--- config.mk ---
export PLATFORM = sky130hd
export DESIGN_NAME = microcode_sequencer
export DESIGN_NICKNAME = d
export VERILOG_FILES = /design/src/rtl/microcode_sequencer.sv
export SDC_FILE = /design/constraint.sdc
export NUM_CORES = 1
export LEC_CHECK = 0
export CAP_MARGIN = 25
export CORE_MARGIN = 2
export CORE_UTILIZATION = 33
export DETAILED_ROUTE_END_ITERATION = 6
export PLACE_DENSITY = 0.82
export RECOVER_POWER = 50
export SYNTH_ARGS = -nofsm -noshare
export SYNTH_HDL_FRONTEND = slang
export SYNTH_SLANG_ARGS = --single-unit
--- constraint.sdc ---
create_clock -name clk -period 3.3 [get_ports clk]
set_clock_uncertainty 0.15 [all_clocks]
set_input_delay 0.825 -clock clk [delete_from_list [all_inputs] [get_ports clk]]
set_output_delay 0.825 -clock clk [all_outputs]
set_load 0.01 [all_outputs]
--- src/rtl/microcode_sequencer.sv ---
// Micro-PC sequencer: dispatches opcodes into an external synchronous micro-ROM and walks
// NEXT/JUMP/COND/END micro-sequences with memory wait-states and a runaway-step guard.
module microcode_sequencer #(
  parameter int unsigned UW        = 56,
  parameter int unsigned UADDR_W   = 10,
  parameter int unsigned OPC_W     = 8,
  parameter int unsigned STEP_BITS = 2,
  parameter int unsigned MAX_STEPS = 32,
  localparam int unsigned CTRL_W   = UW - 3 - UADDR_W
) (
  input  logic               clk,
  input  logic               reset_n,
  input  logic               rdy_i,
  input  logic               opcode_valid_i,
  input  logic [OPC_W-1:0]   opcode_i,
  output logic               opcode_ready_o,
  output logic [UADDR_W-1:0] rom_addr_o,
  input  logic [UW-1:0]      rom_data_i,
  input  logic               mem_ack_i,
  input  logic               cond_i,
  output logic [CTRL_W-1:0]  ctrl_o,
  output logic               ctrl_valid_o,
  output logic               instr_done_o,
  output logic [7:0]         step_count_o,
  output logic               fault_o
);

  localparam logic [1:0] SeqNext = 2'b00;
  localparam logic [1:0] SeqEnd  = 2'b01;
  localparam logic [1:0] SeqJump = 2'b10;
  localparam logic [1:0] SeqCond = 2'b11;

  localparam logic [7:0] LastStep = 8'(MAX_STEPS - 1);

  typedef enum logic [0:0] {StIdle, StExec} state_e;

  state_e             state_q, state_d;
  logic [UADDR_W-1:0] uaddr_q, uaddr_d;
  logic [7:0]         step_q, step_d;
  logic               fault_q, fault_d;

  logic [1:0]         seq_op;
  logic               wait_mem;
  logic [UADDR_W-1:0] target;
  logic [UADDR_W-1:0] disp_addr;
  logic [UADDR_W-1:0] incr_addr;
  logic               live_rdy;
  logic               adv;
  logic               dispatch;

  assign seq_op    = rom_data_i[1:0];
  assign wait_mem  = rom_data_i[2];
  assign target    = rom_data_i[3 +: UADDR_W];
  assign disp_addr = UADDR_W'(opcode_i) << STEP_BITS;
  assign incr_addr = uaddr_q + UADDR_W'(1);

  // Gating with reset_n forces every combinational output to zero while reset is held.
  assign live_rdy  = rdy_i & reset_n;

  always_comb begin
    state_d        = state_q;
    uaddr_d        = uaddr_q;
    step_d         = step_q;
    fault_d        = 1'b0;
    rom_addr_o     = uaddr_q;
    opcode_ready_o = 1'b0;
    ctrl_valid_o   = 1'b0;
    ctrl_o         = '0;
    instr_done_o   = 1'b0;
    adv            = 1'b0;
    dispatch       = 1'b0;

    unique case (state_q)
      StIdle: begin
        opcode_ready_o = live_rdy;
        dispatch       = live_rdy & opcode_valid_i;
      end
      StExec: begin
        ctrl_valid_o = live_rdy;
        if (live_rdy) begin
          ctrl_o = rom_data_i[UW-1 -: CTRL_W];
        end
        adv = live_rdy & (~wait_mem | mem_ack_i);
        if (adv) begin
          step_d = step_q + 8'd1;
          unique case (seq_op)
            SeqNext: uaddr_d = incr_addr;
            SeqJump: uaddr_d = target;
            SeqCond: uaddr_d = cond_i ? target : incr_addr;
            SeqEnd: begin
              instr_done_o   = 1'b1;
              opcode_ready_o = 1'b1;
              dispatch       = opcode_valid_i;
              if (!opcode_valid_i) begin
                state_d = StIdle;
              end
            end
            default: uaddr_d = uaddr_q;
          endcase
          // Runaway guard: a non-END step that would exceed MAX_STEPS aborts the instruction.
          if (seq_op != SeqEnd && step_q == LastStep) begin
            state_d = StIdle;
            uaddr_d = uaddr_q;
            step_d  = '0;
            fault_d = 1'b1;
          end
          rom_addr_o = uaddr_d;
        end
      end
      default: state_d = StIdle;
    endcase

    if (dispatch) begin
      state_d    = StExec;
      uaddr_d    = disp_addr;
      step_d     = '0;
      rom_addr_o = disp_addr;
    end
  end

  // Next-state equals current state whenever rdy_i is low, so no explicit enable is needed;
  // fault_q is a pulse and always clears after one cycle.
  always_ff @(posedge clk or negedge reset_n) begin
    if (!reset_n) begin
      state_q <= StIdle;
      uaddr_q <= '0;
      step_q  <= '0;
      fault_q <= 1'b0;
    end else begin
      state_q <= state_d;
      uaddr_q <= uaddr_d;
      step_q  <= step_d;
      fault_q <= fault_d;
    end
  end

  assign step_count_o = step_q;
  assign fault_o      = fault_q;

endmodule

==> impl_results.md, run 1 <==
- Status: complete, no violations
- Initial antenna violation count: 0
- Antenna fix cells: 0
- Final Hold Viols: 0
- Initial Util: between 30% and 40%
- CP startpoint kind: input pin
- RD Place Congestion: a little under 0.9
- Mapped Cells: roughly 200
- Post-synthesis cell type count: 37
- Layout Utilization: around 72%
- CP Cell Sequence: clkdlybuf4s15_1 > and3_4 > nand2b_4 > or3_4 > a221o_1 > o221a_4 > buf_6
- Worst Setup EP: rom_addr_o[9]
- Via count: approximately 2100
- CP arrival: 2.29 ns
- Crit path from: rdy_i
- Drt pass-1 iters: 4
- DRT iter0 DRCs: around 110
- Final Critical Period: 3.27 ns
- Core region area: ~4700 um2
- Sequential area share after synthesis: approximately 31%
- WL/cell: 14.6 um
- Fin nets: 438
- Kind of critical path: input pin to output port
- CTS Buf Count: 3
- Worst skew pair latency: 0.26 ns
- Average size of a mapped cell: ~7.9 um2
- Levels on crit path: 7
- Routed Wire Length: around 6.3 mm
- Crit path max-delay family: simple AND/OR/NAND/NOR gates
- Crit path max-delay cell type: or3_4
- Setup crit end kind: output port
- Area delta synth->final: 111%
- DIE AREA: 5460 um2
- Total negative slack: 0 ns
- Die X: 73.9 um
- Type of the worst min-delay path: input pin to asynchronous set/reset pin
- Share of post-route cells with drive strength above 1: between 20% and 30%
- IO buf count: approximately 130
- First-pass GRT wire length: 9.80 mm
- Post-Syn Area: around 1600 um2
- DP Wirelength: between 4 and 5 mm
- Fmax: slightly above 0.3 GHz
- Cell row count: 25
- Critical Path RT: between 2 and 2.5 ns
- Final period util: between 90 and 100%
- Drt drc: 0
- Slew @ Worst Pin: just under 0.6 ns
- Clk sinks: 20
- Worst reg2reg path depth: 9
- Number of global-route vias before repair: between 2000 and 2500
- Largest net degree at the start of global routing: 45
- Reg2reg setup slack: 1.15 ns
- Worst path max stage delay: approximately 0.43 ns
- Final instance area: about 3400 um2
- CP max FO: 6
- RSZ-0062 raised after global routing: false
- GRT Util Overall: 22.7%
- Worst Hold Slack: 0.334 ns
- Die height: between 70 and 80 um
- CTS Root Buffer Type: clkbuf_8
- FF-to-FF Start: step_count_o[0]
- # setup viols final: 0
- Pwr Density: 379 nW/um2
- Finished Layout Cells: about 430
- Worst path bufs/invs: 2
- DP Area: between 3000 and 4000 um2
- H-tree levels: 1
- Via/cell ratio: between 4 and 5
- Peak supply drop: approximately 0.00036 V
- Clk buf depth: 2
- Reg clk slew, reported paths: ~0.08 ns
- CTS tree: done
- Number of max-cap violations: 0
- Grt ovf: 0
- Seq cells post-synth: 20
- Syn nets: 277
- CTS Hold Buffers Added: 0
- FF-to-FF End: uaddr_q[4]
- Top Ports: between 100 and 150
- P_leak: about 1.4 nW
- Max_slew headroom: around three fifths
- ANT nets after route: 0
- Pins Over Slew Limit: 0
- Placed cells: ~420
- Yosys warns: 0
routing by layer:
layer / up-vias / global-route usage (%) / share of wire (%) / routed length (um)
met5: - / 0 / 0 / 0
met4: 0 / 2.02 / 0.76 / 48
met3: 8 / 5.08 / 6.6 / 419
met2: 81 / 40.6 / 51 / 3230
met1: 954 / 28.9 / 42 / 2620
li1: 1028 / - / - / -
area by class of cell:
cell class                      count  area, um2
Clock buffer                        3       41.3
Sequential cell                    20        500
Multi-Input combinational cell    171       1170
Inverter                            5       18.8
Clock inverter                      1       30.0
Fill cell                         366       1330
Timing Repair Buffer              165       1560
Tap cell                           67       83.8
power breakdown:
group | internal, mW | switching, mW | leakage (nW)
registers | 0.310 | 0.0787 | 0.242
logic | 0.373 | 0.282 | 1.15
clock network | 0.162 | 0.0820 | 0.0357
total | 0.845 | 0.443 | 1.43
how the worst min path moves through the flow:
| stage | startpoint | endpoint | slack [ns] | depth (start not counted) |
|---|---|---|---|---|
| floorplan | reset_n | fault_o | 0.38 | 0 |
| global placement | step_count_o[0] | step_count_o[0] | 0.42 | 2 |
| detailed placement | step_count_o[0] | step_count_o[0] | 0.43 | 2 |
| CTS | reset_n | step_count_o[4] | 0.41 | 2 |
| global route | reset_n | step_count_o[4] | 0.34 | 2 |
| finish | reset_n | step_count_o[4] | 0.33 | 2 |
state kept, by name, summed over array words and instances, names as in the netlist:
| signal | count |
|---|---|
| fault_o | 1 |
| state_q | 1 |
| step_count_o | 8 |
| uaddr_q | 10 |
stage by stage:
step                      total power [mW]  worst slack, ns
final                                 1.29           0.0309
after global placement                1.00           -0.619
after detailed placement              1.02           -0.652
after CTS                             1.29          0.00660
after floorplan                      0.650            0.151
after global routing                  1.37         0.000125
synth_stat cells (all sizes together):
master  instances  share of area (%)
a22o            1               0.54
a21oi           3               0.93
a221o           2                1.2
o221a           2                1.4
and2           44                 17
nor2b           3                1.2
o22ai           1               0.39
xnor2           3                1.6
o211ai          1               0.47
nand2b          3                1.6
a221oi          2                1.1
nor2           22                5.1
buf             5                2.2
dfrtp          20                 31
xor2           10                5.4
nand4           6                2.3
nand2          17                4.0
o21ai          15                4.7
and4            1               0.54
inv             5                1.2
clkbuf          5                1.2
nand3           7                2.2
a211o           1               0.62
ha              2                1.6
or3             1               0.70
mux2i           1               0.62
a31oi           2               0.78
a211oi          7                3.3
nor4            2                1.2
nor3            8                2.8
and3            3                1.2
cell families after synthesis:
logic type	synth area share, %
compound gates	15.4
xor+xnor	7.06
fa+ha+maj	1.55
buf+inv	4.58
flops	31.0
mux	0.621
simple gates	39.8
cell usage in the layout, fill, tap and decap left out, types with 3 or more instances in the layout:
cell	n
clkbuf_8	3
nand2_1	16
nor3_1	4
nand4_1	6
xor2_1	10
inv_1	4
clkdlybuf4s50_1	111
a211oi_2	4
buf_6	7
clkdlybuf4s15_2	4
clkbuf_1	3
o21ai_1	4
nand3_1	7
dlygate4sd3_1	6
xnor2_1	3
nor3_2	3
buf_4	24
a211oi_1	3
nor2_1	22
clkbuf_2	5
dfrtp_1	20
o21ai_0	10
nand2b_4	3
and2_1	43
timing repair:
item,CTS,global route
setup endpoints to repair,56,29
gates cloned,1,0
buffers inserted,2,3
resized for setup,69,16
pin swaps,12,10
No activity file was read; power rests on OpenSTA's default activity.
==> run 2: changes to the inputs <==
CELL_PAD_IN_SITES_DETAIL_PLACEMENT = 1   (was default)
CELL_PAD_IN_SITES_GLOBAL_PLACEMENT = 2   (was default)
CORE_UTILIZATION = 16   (was 33)
CTS_CLUSTER_SIZE = 16   (was default)
PLACE_DENSITY = default   (was 0.82)
PLACE_DENSITY_LB_ADDON = 0.1   (was default)
==> run 2 against run 1 <==
- register-to-register slack hardly changed
- largest cell class unchanged
- highest routed layer unchanged
- first-iteration DRC count is 41% lower
- power up 1.8%
- non-clock buffer count is 5 higher
- critical endpoint is now rom_addr_o[7]
==> impl_results.md, run 2 (synthesized netlist as in run 1, its figures left out) <==
- Status: complete, no violations
- First-pass GRT wire length: 12.8 mm
- # setup viols final: 0
- Most frequent cells in the layout: clkdlybuf4s50_1, and2_1, buf_4, nor2_1, dfrtp_1
- FF+latch area: between 500 and 600 um2
- Worst reg2reg path depth: 8
- Type of the worst min-delay path: register to register
- Grt ovf: 0
- Area delta synth->final: 118%
- Max_slew headroom: between 50% and 60%
- Clk buf depth: 2
- GRT Util Overall: between 10% and 20%
- CP startpoint kind: input pin
- Worst skew pair latency: 0.26 ns
- CP Cell Sequence: clkdlybuf4s15_1 > buf_6 > nor2b_4 > or3_4 > a221o_1 > o221a_2 > buf_6
- FF-to-FF Start: step_count_o[0]
- Reg clk slew, reported paths: about 0.090 ns
- Slew @ Worst Pin: just over 0.6 ns
- Die X: 104 um
- CTS Root Buffer Type: clkbuf_8
- Worst Hold Slack: approximately 0.45 ns
- Clk sinks: 20
- Worst Setup EP: rom_addr_o[7]
- Crit path from: rom_data_i[0]
- DP Area: about 3300 um2
- ANT nets after route: 0
- Most flops, register: uaddr_q
- H-tree levels: 1
- CP arrival: roughly 2.3 ns
- RSZ-0062 raised after global routing: false
- Area occupied by multi-input gates: approximately 1200 um2
- Max reg flops: 10
- CTS Hold Buffers Added: 0
- Fmax: between 0.3 and 0.4 GHz
- Setup crit end kind: output port
- WL/cell: about 16 um
- Core region area: ~10000 um2
- Kind of critical path: input pin to output port
- DP Wirelength: 6.39 mm
- Via count: about 2100
- RD Place Congestion: about 0.74
- Initial Util: about 17%
- CP most frequent cell: buf_6
- Crit path max-delay cell type: or3_4
- CP max FO: 6
- Final period util: 98.0%
- Critical Path RT: 2.32 ns
- Worst path max stage delay: between 0.4 and 0.5 ns
- Pins Over Slew Limit: 0
- Drt drc: 0
- Fin nets: ~440
- P_leak: approximately 1.5 nW
- Worst path bufs/invs: 3
- Antenna fix cells: 0
- Routed Wire Length: between 7 and 8 mm
- Largest net degree at the start of global routing: 45
- Reg2reg setup slack: between 1 and 1.5 ns
- CTS tree: done
- Crit path max-delay family: simple AND/OR/NAND/NOR gates
- Final Hold Viols: 0
- Commonest non-fill, non-tap cell in the layout: clkdlybuf4s50_1
- Fill cells: 1189
- Top Ports: about 140
- Total negative slack: 0 ns
- Initial antenna violation count: 0
- Levels on crit path: 7
- IO buf count: 134
- Number of global-route vias before repair: ~2200
- Final instance area: ~3500 um2
- DRT iter0 DRCs: 67
- Peak supply drop: approximately 0.00016 V
- Final Critical Period: 3.23 ns
- Share of post-route cells with drive strength above 1: between 20% and 30%
- CTS Buf Count: 3
- FF-to-FF End: uaddr_q[7]
- Via/cell ratio: roughly 4.2
- Die height: 104 um
- Cell row count: 36
- DIE AREA: between 10000 and 15000 um2
- Pwr Density: ~370 nW/um2
- Drt pass-1 iters: 4
- Number of max-cap violations: 0
run 2: changes by cell type in the layout (fill, tap and decap cells not counted), moves of 2 or more:
cell / previous run / this run
clkdlybuf4s15_2: 4 / 1
clkbuf_2: 5 / 2
clkdlybuf4s15_1: 2 / 4
buf_2: 1 / 5
buf_4: 24 / 29
dlygate4sd3_1: 6 / 9
clkdlybuf4s50_1: 111 / 107
dlygate4sd2_1: 1 / 3
run 2: metrics by stage:
stage | instances | total power, mW | util [%] | setup WS [ns]
6_report | 503 | 1.31 | 35.9 | 0.0676
5_1_grt | 503 | 1.42 | 35.9 | 0.00377
4_1_cts | 503 | 1.35 | 36.1 | 0.000824
3_5_place_dp | 490 | 1.05 | 33.5 | -0.712
3_3_place_gp | 490 | 1.05 | 33.5 | -0.660
2_1_floorplan | 205 | 0.650 | - | 0.151
run 2: where the power goes:
| group | internal, mW | switching, mW |
|---|---|---|
| logic | 0.377 | 0.310 |
| registers | 0.309 | 0.0572 |
| clock network | 0.162 | 0.0947 |
run 2: how the worst min path moves through the flow:
stage / start / end / slack [ns] / cells after the start
after global placement: step_count_o[0] / step_count_o[0] / 0.43 / 2
after CTS: step_count_o[0] / step_count_o[0] / 0.46 / 2
after global routing: reset_n / state_q / 0.47 / 2
after detailed placement: step_count_o[0] / step_count_o[0] / 0.44 / 2
final: step_count_o[0] / step_count_o[0] / 0.45 / 2
after floorplan: reset_n / fault_o / 0.38 / 0
run 2: final cells by class:
type	count	share of cell area (%)
Inverter	5	0.535
Timing Repair Buffer	170	45.4
Sequential cell	20	14.3
Clock buffer	3	1.18
Tap cell	133	4.74
Multi-Input combinational cell	171	33.0
Clock inverter	1	0.856
run 2: worst min-delay path: cells and delay by family (launching register included):
family | cells | cell delay, ns
buffers and inverters | 1 | 0.12
AOI/OAI and AO/OA | 1 | 0.08
DFF | 1 | 0.36
run 2: timing repair:
item                                    4_1_cts  5_1_grt
pin swaps                                    11       12
resized for setup                            71       17
cloned                                        1        0
endpoints found under the setup margin       56       18
buffers inserted                              8        0
run 2: layer usage:
layer  global-route usage [%]  up-vias  part of all wire (%)
met1                     17.6     1001                    42
met3                     3.26        2                   4.4
li1                         -     1040                     -
met5                        0        -                     0
met2                     27.5       56                    53
met4                     1.16        0                  0.31
==> run 3: changes to the inputs <==
CORE_MARGIN = 10   (was 2)
==> run 3 against run 2 <==
- critical path depth unchanged
- final cell count up 2.6%
- non-clock buffer count up 12
- flip-flop and latch count unchanged
- die area up 33%
- global-route usage down 2.1 points
- power up 5.7%
- sequential share of layout area down 0.39 points
- worst hold slack worse by 0.075 ns
- sequential power about the same
- maximum frequency down 0.26%
- utilization up 0.84 points
- critical endpoint unchanged
- largest cell class unchanged
- largest power group unchanged
==> impl_results.md, run 3 (synthesized netlist as in run 1, its figures left out) <==
- H-tree levels: 1
- Area occupied by multi-input gates: roughly 1100 um2
- Worst path bufs/invs: 2
- Drt pass-1 iters: 4
- Crit path max-delay cell type: or3_4
- Final Critical Period: about 3.2 ns
- Worst reg2reg path depth: 16
- CTS tree: done
- GRT Util Overall: between 10 and 15%
- Max_slew headroom: a little under three fifths
- Area delta synth->final: 124%
- Status: complete, no violations
- Via/cell ratio: between 4 and 5
- CTS Root Buffer Type: clkbuf_8
- Crit path from: mem_ack_i
- Via count: 2151
- Most frequent cells in the layout: clkdlybuf4s50_1, and2_1, buf_4, nor2_1, dfrtp_1
- DP Area: 3300 um2
- Pins Over Slew Limit: 0
- Die X: between 100 and 150 um
- Core region area: roughly 10000 um2
- RD Place Congestion: 0.749
- CP arrival: around 2.3 ns
- Final instance area: 3610 um2
- Drt drc: 0
- Number of max-cap violations: 0
- Commonest non-fill, non-tap cell in the layout: clkdlybuf4s50_1
- Number of global-route vias before repair: between 2000 and 2500
- Pre-CTS setup slack: -0.649 ns
- Slew @ Worst Pin: 0.651 ns
- CP startpoint kind: input pin
- Total negative slack: 0 ns
- Cell row count: 36
- Reg2reg setup slack: 0.26 ns
- Share of post-route cells with drive strength above 1: ~23%
- Kind of critical path: input pin to output port
- Final Hold Viols: 0
- Reg clk slew, reported paths: 0.08 ns
- Peak supply drop: between 0.0002 and 0.00025 V
- FF+latch area: between 500 and 600 um2
- Worst Hold Slack: approximately 0.38 ns
- DP Wirelength: roughly 7.6 mm
- FF-to-FF Start: step_count_o[0]
- Top Ports: around 140
- Fill cells: 1205
- Pwr Density: just under 400 nW/um2
- Final period util: 98.2%
- ANT nets after route: 0
- Worst path max stage delay: between 0.4 and 0.5 ns
- Crit path max-delay family: simple AND/OR/NAND/NOR gates
- # setup viols final: 0
- Initial Util: 16.4%
- Clk buf depth: 2
- First-pass GRT wire length: between 10 and 15 mm
- DIE AREA: 14500 um2
- Clk sinks: 20
- Largest net degree at the start of global routing: 45
- Worst skew pair latency: roughly 0.27 ns
- Fin nets: 455
- Die height: 120 um
- CTS Hold Buffers Added: 0
- FF-to-FF End: uaddr_q[8]
- Critical Path RT: approximately 2.3 ns
- CP max FO: 6
- Fmax: around 0.3 GHz
- Initial antenna violation count: 1
- CP Cell Sequence: dlygate4sd2_1 > nor2b_4 > nand2b_4 > or3_4 > a221o_1 > o221a_2 > buf_6
- Grt ovf: 0
- Routed Wire Length: a little over 9 mm
- Worst setup margin: roughly 0.06 ns
- WL/cell: ~18 um
- Setup crit end kind: output port
- CTS Buf Count: 3
- P_leak: roughly 1.5 nW
- DRT iter0 DRCs: 80
- IO buf count: between 100 and 150
- Most flops, register: uaddr_q
- Type of the worst min-delay path: input pin to asynchronous set/reset pin
- Max reg flops: 10
==> run 3: timing repair <==
item / CTS / global route
gates cloned: 1 / 0
pin swaps: 10 / 9
endpoints found under the setup margin: 56 / 13
buffers inserted: 14 / 4
gates resized for setup: 83 / 15
==> run 3: worst max-delay path by stage <==
stage                     cells past startpoint  slack [ns]            end
after global placement                        7       -0.64  rom_addr_o[0]
after CTS                                     8       0.006  rom_addr_o[7]
after floorplan                               7        0.15  rom_addr_o[2]
after global routing                          9       -0.02  rom_addr_o[6]
after detailed placement                      7       -0.65  rom_addr_o[1]
final                                         7        0.06  rom_addr_o[7]
==> run 3: metal layers <==
| metal | part of all wire [%] | vias to the layer above | global-route usage [%] |
|---|---|---|---|
| li1 | - | 1064 | - |
| met1 | 40 | 1022 | 13.7 |
| met2 | 54 | 61 | 23.8 |
| met3 | 5.0 | 4 | 3.16 |
| met4 | 1.1 | 0 | 2.49 |
| met5 | 0 | - | 0 |
==> run 3: area by class of cell <==
cell class | instances | area share (%)
clock buffers | 3 | 1.14
multi-input cells | 171 | 31.8
inverters | 5 | 0.659
flip-flops and latches | 20 | 13.9
diodes | 1 | 0.0693
repair buffers | 182 | 47.1
well taps | 133 | 4.61
clock inverters | 1 | 0.832
==> run 3: worst register-to-register path, delay by kind of cell (launching register included) <==
kind | cells | cell delay [ns]
compound gates | 2 | 0.32
fa+ha+maj | 1 | 0.22
buf+inv | 10 | 1.26
flops | 1 | 0.39
simple gates | 3 | 0.61
==> run 3: power by group <==
part | internal, mW | leakage [nW] | switching, mW | total [mW]
clock | 0.162 | 0.0357 | 0.0938 | 0.256
combinational | 0.426 | 1.25 | 0.334 | 0.760
sequential | 0.309 | 0.242 | 0.0609 | 0.370
total | 0.897 | 1.53 | 0.488 | 1.39
==> run 3: per-stage QoR <==
stage,cells,power [mW],utilization (%)
floorplan,205,0.650,-
global placement,493,1.07,33.6
detailed placement,493,1.07,33.6
CTS,512,1.40,36.4
global route,516,1.50,36.7
finish,516,1.39,36.7
